===== src/rtl/vc_arb_mux_pkg.sv =====
// Shared helpers for vc_arb_mux: channel-index width and output-stage state encoding.
// Build macro VC_ARB_MUX_RR_EN selects round-robin arbitration (fixed priority otherwise).
package vc_arb_mux_pkg;

  typedef enum logic {
    ST_EMPTY = 1'b0,
    ST_FULL  = 1'b1
  } out_state_e;

  function automatic int chan_w(input int n);
    return (n > 2) ? $clog2(n) : 1;
  endfunction

endpackage


===== src/rtl/vc_rr_arbiter.sv =====
// Combinational rotating-priority arbiter: channel prio wins first, then ascending index mod NUM_CH.
// Used by vc_arb_mux (macro VC_ARB_MUX_RR_EN decides whether prio actually rotates).
module vc_rr_arbiter
  import vc_arb_mux_pkg::*;
#(
  parameter  int NUM_CH = 4,
  localparam int CHAN_W = chan_w(NUM_CH)
) (
  input  logic [NUM_CH-1:0] req,
  input  logic [CHAN_W-1:0] prio,
  output logic [NUM_CH-1:0] grant,
  output logic [CHAN_W-1:0] grant_idx
);

  always_comb begin
    int   w_base;
    int   w_idx;
    logic w_found;
    grant     = '0;
    grant_idx = '0;
    w_found   = 1'b0;
    // An out-of-range pointer cannot be produced by the parent, but falls back to 0 safely.
    w_base    = (int'(prio) < NUM_CH) ? int'(prio) : 0;
    for (int k = 0; k < NUM_CH; k++) begin
      w_idx = w_base + k;
      if (w_idx >= NUM_CH) w_idx = w_idx - NUM_CH;
      if (!w_found && req[w_idx]) begin
        w_found        = 1'b1;
        grant[w_idx]   = 1'b1;
        grant_idx      = CHAN_W'(w_idx);
      end
    end
  end

endmodule


===== src/rtl/vc_arb_mux.sv =====
// N-channel val/rdy arbitrating mux with a one-entry registered output stage.
// VC_ARB_MUX_RR_EN defined: round-robin pointer; undefined: fixed lowest-index priority.
module vc_arb_mux
  import vc_arb_mux_pkg::*;
#(
  parameter  int NUM_CH = 4,
  parameter  int WIDTH  = 32,
  localparam int CHAN_W = chan_w(NUM_CH)
) (
  input  logic                    clk,
  input  logic                    reset_n,
  input  logic [NUM_CH-1:0]       in_val,
  output logic [NUM_CH-1:0]       in_rdy,
  input  logic [NUM_CH*WIDTH-1:0] in_msg,
  output logic                    out_val,
  input  logic                    out_rdy,
  output logic [WIDTH-1:0]        out_msg,
  output logic [CHAN_W-1:0]       out_chan
);

  out_state_e        r_state;
  logic [WIDTH-1:0]  r_msg;
  logic [CHAN_W-1:0] r_chan;

  logic [NUM_CH-1:0] w_grant;
  logic [CHAN_W-1:0] w_grant_idx;
  logic [CHAN_W-1:0] w_prio;
  logic              w_space;
  logic              w_load;
  logic [WIDTH-1:0]  w_masked [NUM_CH];
  logic [WIDTH-1:0]  w_mux;

  vc_rr_arbiter #(.NUM_CH(NUM_CH)) u_arb (
    .req       (in_val),
    .prio      (w_prio),
    .grant     (w_grant),
    .grant_idx (w_grant_idx)
  );

  assign w_space = (r_state == ST_EMPTY) | out_rdy;
  assign w_load  = (|in_val) & w_space;
  assign in_rdy  = w_grant & {NUM_CH{w_space}};

`ifdef VC_ARB_MUX_RR_EN
  logic [CHAN_W-1:0] r_prio;

  always_ff @(posedge clk or negedge reset_n) begin
    if (!reset_n) begin
      r_prio <= '0;
    end else if (w_load) begin
      r_prio <= (w_grant_idx == CHAN_W'(NUM_CH - 1)) ? '0 : w_grant_idx + CHAN_W'(1);
    end
  end

  assign w_prio = r_prio;
`else
  assign w_prio = '0;
`endif

  // One-hot AND-OR select keeps in_msg off every combinational output path.
  for (genvar gi = 0; gi < NUM_CH; gi++) begin : g_mask
    assign w_masked[gi] = in_msg[gi*WIDTH +: WIDTH] & {WIDTH{w_grant[gi]}};
  end

  always_comb begin
    w_mux = '0;
    for (int i = 0; i < NUM_CH; i++) w_mux = w_mux | w_masked[i];
  end

  always_ff @(posedge clk or negedge reset_n) begin
    if (!reset_n) begin
      r_state <= ST_EMPTY;
      r_msg   <= '0;
      r_chan  <= '0;
    end else if (w_load) begin
      r_state <= ST_FULL;
      r_msg   <= w_mux;
      r_chan  <= w_grant_idx;
    end else if (out_rdy) begin
      r_state <= ST_EMPTY;
    end
  end

  assign out_val  = (r_state == ST_FULL);
  assign out_msg  = r_msg;
  assign out_chan = r_chan;

endmodule


===== config.mk =====
export PLATFORM = sky130hd
export DESIGN_NAME = vc_arb_mux
export DESIGN_NICKNAME = d
export VERILOG_FILES = /design/src/rtl/vc_arb_mux_pkg.sv /design/src/rtl/vc_rr_arbiter.sv /design/src/rtl/vc_arb_mux.sv
export SDC_FILE = /design/constraint.sdc
export NUM_CORES = 1
export LEC_CHECK = 0
export BUFFER_PORTS_ARGS = -buffer_cell sky130_fd_sc_hd__buf_2
export CAP_MARGIN = 25
export CELL_PAD_IN_SITES_DETAIL_PLACEMENT = 2
export CELL_PAD_IN_SITES_GLOBAL_PLACEMENT = 2
export CORE_MARGIN = 4
export CORE_UTILIZATION = 23
export CTS_BUF_LIST = sky130_fd_sc_hd__clkbuf_16
export CTS_CLUSTER_SIZE = 30
export DETAILED_ROUTE_END_ITERATION = 16
export GPL_ROUTABILITY_DRIVEN = 0
export PLACE_DENSITY = 0.81
export SYNTH_ARGS = -nofsm -noshare
export SYNTH_HDL_FRONTEND = slang
export SYNTH_SLANG_ARGS = --single-unit

===== constraint.sdc =====
create_clock -name clk -period 1.98 [get_ports clk]
set_input_delay 0.297 -clock clk [delete_from_list [all_inputs] [get_ports clk]]
set_output_delay 0.297 -clock clk [all_outputs]
set_load 0.005 [all_outputs]

Word level (Yosys, flattened, before mapping)
Cells that the tools add are included.
- bitwise operators: 11
- muxes and demuxes: 12
- reduce and logical (&&, ||, !) cells: 8
- operators with widths (kind ; number):
    AND 32 bit ; 4
    OR 32 bit ; 3
    two-way mux 1 bit ; 7
    two-way mux 2 bit ; 3
    AND 4 bit ; 1
    two-way mux 4 bit ; 1
    OR reduction 4 bit ; 1
    logical AND 1 bit ; 3
    zero test 1 bit ; 3
    two-way mux 3 bit ; 1
    nonzero test 2 bit ; 1
    AND 1 bit ; 1
    NOT 1 bit ; 1
    OR 1 bit ; 1
- input port bits: 135
- flip-flop bits (word level): 35

Depth between registers and ports, before layout
Gate-level depths: netlist (run 1).
- depth in word-level cells: 14
- mapped depth: 6

By module
Synthesis (run 1) repeated with hierarchy kept, for this count alone.
- cells, all modules: 243
- area total of the unflattened synthesis: 2626.3 um^2
- by module, submodules not included (module ; cells each ; times used ; area each (um^2)):
    vc_arb_mux ; 194 ; 1 ; 2169.6
    vc_rr_arbiter ; 49 ; 1 ; 456.7

Least setup slack after synthesis (run 1)
No wires, ideal clock.
- path type: input-to-reg
- from: input in_val[2]
- to: register r_msg[13], in the netlist out_msg[13]
- path buffers: 3
- stages on the path: 6
- slack: 477 ps
- data arrival time: 1362 ps
- path through: buf_4 or4_4 buf_6 buf_12 a21oi_2 a31oi_1
- cells in the longest elaborated chain, start to end: 7
- RTL lines (item ; line ; RTL):
    start, declared ; vc_arb_mux.sv:12 ; input logic [NUM_CH-1:0] in_val,
    logical AND 1 bit ; vc_rr_arbiter.sv:27 ; if (!w_found && req[w_idx]) begin
    two-way mux 1 bit ; vc_rr_arbiter.sv:27 ;
    zero test 1 bit ; vc_rr_arbiter.sv:27 ;
    logical AND 1 bit ; vc_rr_arbiter.sv:27 ;
    two-way mux 4 bit ; vc_rr_arbiter.sv:27 ;
    AND 32 bit ; vc_arb_mux.sv:62 ; assign w_masked[gi] = in_msg[gi*WIDTH +: WIDTH] & {WIDTH{w_grant[gi]}};
    OR 32 bit ; vc_arb_mux.sv:67 ; for (int i = 0; i < NUM_CH; i++) w_mux = w_mux | w_masked[i];
    end signal, assigned ; vc_arb_mux.sv:77 ; r_msg <= w_mux;
    end, declared ; vc_arb_mux.sv:22 ; logic [WIDTH-1:0] r_msg;
Parallel ways exist; a longest one is shown, timed or not.
A chain may end at the register's enable or synchronous reset.

Worst setup path after layout (run 1)
- from: input in_val[2]
- to: output in_rdy[3]
- cells in the longest elaborated chain, start to end: 6
- RTL lines (item ; line ; RTL):
    logical AND 1 bit ; vc_rr_arbiter.sv:27 ;
    two-way mux 1 bit ; vc_rr_arbiter.sv:27 ;
    zero test 1 bit ; vc_rr_arbiter.sv:27 ;
    logical AND 1 bit ; vc_rr_arbiter.sv:27 ;
    two-way mux 4 bit ; vc_rr_arbiter.sv:27 ;
    AND 4 bit ; vc_arb_mux.sv:42 ; assign in_rdy = w_grant & {NUM_CH{w_space}};
    end, declared ; vc_arb_mux.sv:13 ; output logic [NUM_CH-1:0] in_rdy,
No other way between the ends.

==> results of run 1 <==
[report_power, final]
group / leakage (uW) / switching (uW) / internal (uW)
Combinational: 0.00130 / 323 / 318
Sequential: 0.000388 / 67.3 / 810
Clock: 0.0000762 / 289 / 454
[final cells by class]
cell class / count / area share, %
well taps: 140 / 4.760
inverters: 33 / 3.366
repair buffers: 185 / 25.98
clock buffers: 5 / 3.400
multi-input cells: 209 / 38.29
flip-flops and latches: 35 / 23.80
clock inverters: 3 / 0.3400
diodes: 1 / 0.06800
[worst register-to-register path, delay by kind of cell, from the launching register on]
| kind | cells | cell delay, ns |
|---|---|---|
| buf+inv | 1 | 0.35 |
| flops | 1 | 0.40 |
| simple gates | 1 | 0.20 |
| compound gates | 2 | 0.27 |
[flip-flops by register name, summed over array words and instances, names as in the netlist]
name / cells
out_chan: 2
out_msg: 32
out_val: 1
[worst paths after layout]
kind                       slack, ns        start           to  depth (start not counted)
max                             0.40    in_val[2]    in_rdy[3]                          5
max reg2reg                     0.62      out_val  out_msg[18]                          4
min                             0.13      reset_n   out_msg[4]                          1
min reg2reg                     0.48  out_chan[1]  out_chan[1]                          1
max in group asynchronous       1.32      reset_n  out_msg[12]                          1
min in group clk                0.27  in_msg[111]  out_msg[15]                          3
[cell usage after synthesis (all sizes together), types with 4 or more instances]
cell type | n | area [sq um]
a21oi | 66 | 442.9
dfrtp | 35 | 875.8
inv | 33 | 123.9
nand2 | 33 | 123.9
a22o | 32 | 280.3
a31oi | 32 | 200.2
nand3b | 32 | 240.2
buf | 21 | 161.4
clkbuf | 12 | 45.04
nor2 | 4 | 15.01
[metrics by stage]
step	power, uW	instance area [sq um]	hold WS, ns	util [%]	worst slack, ns
floorplan	1200	2601	0.001409	-	0.4773
global placement	1506	3540	0.4363	32.37	0.2456
detailed placement	1546	3540	0.4497	32.37	0.2160
CTS	2309	3677	0.1556	33.63	0.3817
global route	2404	3677	0.2067	33.63	0.3209
finish	2262	3680	0.1301	33.65	0.4000
[cells by family (layout without fill, tap and decap cells)]
family          after synthesis  in the layout  share of synthesized area, %
simple gates                 77             77                         17.36
compound gates              132            132                         36.27
buf+inv                      66            226                         12.70
other cells                   0              1                             0
flops                        35             35                         33.67
[per-layer routing]
layer	part of all wire (%)	GRT usage [%]	vias to the layer above	wire [microns]
met5	0.12	0	-	13
met4	1.1	3.642	2	116
met3	8.0	4.281	10	878
met2	51	30.13	102	5565
met1	40	19.06	1452	4339
li1	-	-	1428	-
==> results.env, run 1 <==
VDD_IR_DROP_MAX_mV=0.2581
SYNTH_SEQ_CELLS=35
WORST_PIN_SLEW_NS=0.8481
IOS=174
CRIT_PATH_SLOWEST_CELL='sky130_fd_sc_hd__nor4b_4'
SYNTHESIS.AREA_PER_INSTANCE_SQ_UM=8.391
VIASPERCELL=4.900
SYN-INSTANCE-COUNT=310
GRT_PASS1_VIAS=3361
INSERTION_DELAY_NS=0.28
CTS-RESIZED-GATES=0
WORST_EP_REQUIRED_TIME_NS=1.68
SYNTH_NETS=445
AREA_DELTA_SYNTH_FINAL_PCT=41.46
POST_DRT_WL_PER_CELL_MICRONS=17.86
LAYOUT_COMMON_CELLS='sky130_fd_sc_hd__buf_2, sky130_fd_sc_hd__inv_1, sky130_fd_sc_hd__a21oi_1, sky130_fd_sc_hd__dfrtp_1, sky130_fd_sc_hd__nand2_1'
MOST_COMMON_CELL_AFTER_LAYOUT_FILL_AND_TAPS_ASIDE='sky130_fd_sc_hd__buf_2'
FILLERS=1317
SYNTH_SEQ_AREA_SHARE_PCT=33.67
FINAL_PERIOD_MINUS_WORST_SETUP_SLACK_NS=1.580
CRIT_PATH_MAX_FANOUT=11
CLOCK_TREE.HTREE_LEVEL_COUNT=2
MAX_STAGE_DELAY_NS=0.28
GRT_SETUP_UNREPAIRED='no'
START_UTIL_PCT=23.79
TOTALWIRELENGTH_MM=10.91
GRT-OVFL-TOTAL=0
ANT_NETS=0
SYNTH.YOSYS.WARNINGS=0
CLOCKBUFFERDEPTH=2
MULTIINPUTGATEAREA_SQ_UM=1409
CLOCK-ROOT-BUFFER='sky130_fd_sc_hd__clkbuf_16'
CRITICAL_PATH.ENDPOINT_TYPE='output pin'
POWER.STATIC_LEAKAGE_uW=0.001765
FINAL_CELL_COUNT_NO_FILL=611
WORST_SETUP_HOLD_PATH_CLK_SLEW_NS=0.06
RUN_STATUS='complete, no violations'
SKEW_NS=0.003531
HOLDBUFCOUNTCTS=0
CRITICALPATHCATEGORY='input port to output pin'
DP.CELLS=602
FINALMAXSLEWVIOLATIONS=0
HOLDCRITPATHCLASS='input port to asynchronous set/reset pin'
UNIQUE_CELL_TYPE_COUNT_IN_THE_YOSYS_NETLIST=25
CTS_SINKS=35
POST_DP_HPWL_MM=8.615
TIMING.FMAX_MHz=632.9
CTS-BUFFERS-INSERTED=5
POST_ROUTE_CELLS_DRIVE_ABOVE_1_SHARE_PCT=48.09
GRT_ANTENNA_BEFORE_REPAIR=1
DIE_AREA_SQ_UM=13070
SEQ_CELL_AREA_SQ_UM=875.8
CRIT_ARRIVAL_NS=1.28
WORST_SLEW_MARGIN_REL_PCT=43.46
MAX_CAP_VIOL_COUNT=0
TRITONCTS='yes'
GRT_UTIL_ALL_LAYERS_PCT=16.42
WORST_PATH_MOST_REPEATED_CELL='sky130_fd_sc_hd__buf_2'
POWERDENSITY_nW_PER_UM2=614.7
SYNTH_EDF_COUNT=0
CRIT_CHAIN='buf_2, buf_4, nor4b_4, and2_1, buf_2'
SETUP_TNS_NS=0
SETUP-VIOLATIONS-FINAL=0
ASYNC_RESET_FF_SHARE_PCT=100.0
CELL_AREA_AFTER_TECHNOLOGY_MAPPING_SQ_UM=2601
NUMPORTBUFFERS=173
CRITPATHBUFINV=3
FINISH.NET_COUNT=604
PERIOD_SHARE_PCT=79.80
DRC_ERRORS=0
SETUP.WORST_PATH.START_CLASS='input port'
DIEHEIGHT_MICRONS=114.3
DRTPASS1ITERATIONS=4
STD_CELL_ROWS=38
COREAREA_SQ_UM=10940
GRT_MAX_DEGREE=37
POST-CTS-SETUP-BUFFER-COUNT=0
YOSYS_MOST_USED_DFF='sky130_fd_sc_hd__dfrtp_1'
FINALHOLDVIOLCOUNT=0
GRT_FIRST_PASS_WIRELENGTH_MM=17.19
DIE-WIDTH_MICRONS=114.3
DRT_ITER0_MARKERS=108
VIA_COUNT=2994
CP_TOP_FAMILY='buffers and inverters'
No activity file was read; power rests on OpenSTA's default activity.
==> run 2: changes to the inputs <==
Settings changed: ABC_AREA set to 1, CORE_UTILIZATION 23 to 18, PLACE_DENSITY 0.81 to 0.73.
Clock period 1.98 ns to 1.3 ns, I/O delays scaled along.
==> run 2 against run 1 <==
Against the previous run: the run now ends with negative setup slack left; worst setup slack lost 0.58 ns; sequential cell count is the same; worst hold slack gained 0.12 ns; non-clock buffer count grew 22; critical path type is now register to output pin; highest routed layer is now met4.
==> results.env, run 2 <==
SETUP_TNS_NS=-4.675  # -4.675 ns
DRT_ITER0_MARKERS=80  # -26%
POWERDENSITY_nW_PER_UM2=943.6  # +54%
SETUP.WORST_PATH.START_CLASS='register'
GRT_ANTENNA_BEFORE_REPAIR=2  # +1
FINAL_CORE_UTIL_PCT=29.34  # -4.3 points
TOTALWIRELENGTH_MM=13.99  # +28%
DP.CELLS=754  # +25%
SYNTH_MOST_COMMON_CELL='sky130_fd_sc_hd__nand2_1'
DIE_AREA_SQ_UM=16660  # +27%
POWER.STATIC_LEAKAGE_uW=0.002332  # +32%
GRT_MAX_DEGREE=42  # +14%
YOSYSTOPAREACELLSHARE_PCT=33.19  # -0.48 points
FINAL_CRITICAL_PATH_SETUP_SLACK_NS=-0.1771  # -0.5771 ns
CRIT_CHAIN='inv_2, nor2_4, buf_6, nor3b_2, buf_2'
WORST_PIN_SLEW_NS=0.2612  # -0.5869 ns
CLOCKBUFFERDEPTH=2  # unchanged
MAX_CAP_VIOL_COUNT=0  # unchanged
CTS-BUFFERS-INSERTED=5  # unchanged
SYNTHESIS.AREA_PER_INSTANCE_SQ_UM=6.420  # -23%
SYNTH_NETS=546  # +23%
CP_TOP_FAMILY='flip-flops'
POST_DP_HPWL_MM=11.16  # +30%
FINISH.NET_COUNT=725  # +20%
CRITICALPATHCATEGORY='register to output pin'
IOS=174  # unchanged
VIOLATIONS='negative setup slack'
GRT-OVFL-TOTAL=0  # unchanged
UNIQUE_CELL_TYPE_COUNT_IN_THE_YOSYS_NETLIST=17  # -32%
CRIT_PATH_MAX_FANOUT=3  # -8
CRIT_ARRIVAL_NS=1.28  # about the same
START_UTIL_PCT=18.72  # -5.1 points
GRT_PASS1_VIAS=3824  # +14%
FINALMAXSLEWVIOLATIONS=0  # unchanged
GRT_UTIL_ALL_LAYERS_PCT=16.11  # -0.30 points
HOLDCRITPATHCLASS='input port to register'
COREAREA_SQ_UM=14100  # +29%
LAYOUT_COMMON_CELLS='sky130_fd_sc_hd__buf_2, sky130_fd_sc_hd__nand2_1, sky130_fd_sc_hd__nand3_1, sky130_fd_sc_hd__dfrtp_1, sky130_fd_sc_hd__inv_1'
GRT_FIRST_PASS_WIRELENGTH_MM=20.70  # +20%
DRTPASS1ITERATIONS=4  # unchanged
GRT_SETUP_UNREPAIRED='yes'
NUMPORTBUFFERS=173  # unchanged
SYNTH_AREA_LEADERS='sky130_fd_sc_hd__dfrtp_1, sky130_fd_sc_hd__nand2_1, sky130_fd_sc_hd__nand3_1'
SYNTH_EDF_COUNT=0  # unchanged
CTS_SINKS=35  # unchanged
MOST_COMMON_CELL_AFTER_LAYOUT_FILL_AND_TAPS_ASIDE='sky130_fd_sc_hd__buf_2'
CRIT_PATH_SLOWEST_CELL='sky130_fd_sc_hd__dfrtp_1'
STD_CELL_ROWS=43  # +13%
FINAL_CELL_COUNT_NO_FILL=774  # +27%
VDD_IR_DROP_MAX_mV=0.4020  # +56%
TOTAL_POWER_uW=3903  # +73%
TRITONCTS='yes'
DIE-WIDTH_MICRONS=129.1  # +13%
AREA_DELTA_SYNTH_FINAL_PCT=56.76
SYNTH_SEQ_AREA_SHARE_PCT=33.19  # -0.48 points
WORST_EP_REQUIRED_TIME_NS=1.11  # -0.57 ns
TIMING.FMAX_MHz=677.0
LEADING_AREA_CONTRIBUTOR_AFTER_SYNTHESIS='sky130_fd_sc_hd__dfrtp_1'
CLOCK-ROOT-BUFFER='sky130_fd_sc_hd__clkbuf_16'
DIEHEIGHT_MICRONS=129.1  # +13%
POST_DRT_WL_PER_CELL_MICRONS=18.07  # +1.2%
SKEW_NS=0.001756  # -0.001775 ns
LARGEST_REGISTER_FF_COUNT=32  # unchanged
VIASPERCELL=4.581  # -6.5%
CRITICAL_PATH.ENDPOINT_TYPE='output pin'
SYN-INSTANCE-COUNT=411  # +33%
ANT_NETS=0  # unchanged
WORST_SETUP_HOLD_PATH_CLK_SLEW_NS=0.06  # about the same
SYNTH.YOSYS.WARNINGS=0  # unchanged
PERIOD_SHARE_PCT=113.6
INSERTION_DELAY_NS=0.29  # about the same
VIA_COUNT=3546  # +18%
CELL_AREA_AFTER_TECHNOLOGY_MAPPING_SQ_UM=2639  # +1.4%
SETUP-VIOLATIONS-FINAL=37  # +37
YOSYS-TOP-CELLS-COUNT='sky130_fd_sc_hd__nand2_1, sky130_fd_sc_hd__nand3_1, sky130_fd_sc_hd__dfrtp_1'
FINAL_PERIOD_MINUS_WORST_SETUP_SLACK_NS=1.477
WORST_SLEW_MARGIN_REL_PCT=82.59  # +39 points
DRC_ERRORS=0  # unchanged
CLOCK_TREE.HTREE_LEVEL_COUNT=2  # unchanged
YOSYS_MOST_USED_DFF='sky130_fd_sc_hd__dfrtp_1'
FINALHOLDVIOLCOUNT=0  # unchanged
DPL_WORST_SLACK_NS=0.05486  # -0.1612 ns
POST_ROUTE_CELLS_DRIVE_ABOVE_1_SHARE_PCT=41.96  # -6.1 points
ASYNC_RESET_FF_SHARE_PCT=100.0  # unchanged
SYNTH_SEQ_CELLS=35  # unchanged
CRITPATHBUFINV=3  # unchanged
MAX_STAGE_DELAY_NS=0.39  # +0.11 ns
RUN_STATUS='finished with violations'
run 2: worst register-to-register path, stage by stage, from the launching register on:
cell and delay, ns:
sky130_fd_sc_hd__dfrtp_1 0.39, sky130_fd_sc_hd__inv_2 0.08, sky130_fd_sc_hd__nor2_4 0.04, sky130_fd_sc_hd__buf_4 0.13, sky130_fd_sc_hd__buf_6 0.11, sky130_fd_sc_hd__a21oi_4 0.20
sky130_fd_sc_hd__inv_4 0.10, sky130_fd_sc_hd__buf_12 0.17, sky130_fd_sc_hd__nand2_1 0.07, sky130_fd_sc_hd__nand2_1 0.05
run 2: final timing paths:
check                            startpoint     endpoint  slack [ns]  cells past startpoint
worst max register to register      out_val  out_msg[31]       -0.15                      9
max in group asynchronous           reset_n  out_msg[28]        0.70                      3
worst min register to register  out_msg[26]  out_msg[26]        0.48                      2
worst max-delay path                out_val    in_rdy[2]       -0.18                      5
min in group asynchronous           reset_n  out_msg[13]        0.40                      3
worst min-delay path             in_msg[92]  out_msg[28]        0.25                      5
run 2: cells by family after synthesis:
kind of cell,count (synthesis),synth area share [%]
AND/OR/NAND/NOR,302,52.16
AO/OA/AOI/OAI,2,0.8061
flip-flops,35,33.19
buffers and inverters,72,13.85
run 2: layout make-up:
type | instances | area (sq um)
clock buffers | 5 | 125.1
multi-input cells | 304 | 1493
diodes | 3 | 7.507
repair buffers | 207 | 1245
inverters | 37 | 141.4
fillers | 1739 | 9960
well taps | 180 | 225.2
clock inverters | 3 | 23.77
flip-flops and latches | 35 | 875.8
run 2: timing repair:
action	in CTS	in global routing
resized for setup	10	35
endpoints found under the setup margin	4	37
setup buffers	1	6
hold buffers	1	0
endpoints found under the hold margin	35	0
gates cloned	0	1
pin swaps	2	14
run 2: stage by stage:
step,instance area [sq um],hold slack (ns)
after floorplan,2639,-0.1006
after global placement,3754,0.1722
after detailed placement,3754,0.1818
after CTS,3954,0.2472
after global routing,4134,0.2807
final,4136,0.2524
run 2: layer usage:
| layer | global-route usage (%) | wire [microns] |
|---|---|---|
| met5 | 0 | 0 |
| met4 | 4.509 | 201 |
| met3 | 3.504 | 719 |
| met2 | 28.51 | 7214 |
| met1 | 19.70 | 5854 |
run 2: report_power, final:
part           internal, uW  total, uW  switching (uW)
sequential             1250       1370             117
clock                   717       1250             533
combinational           581       1280             703
total                  2550       3900            1350
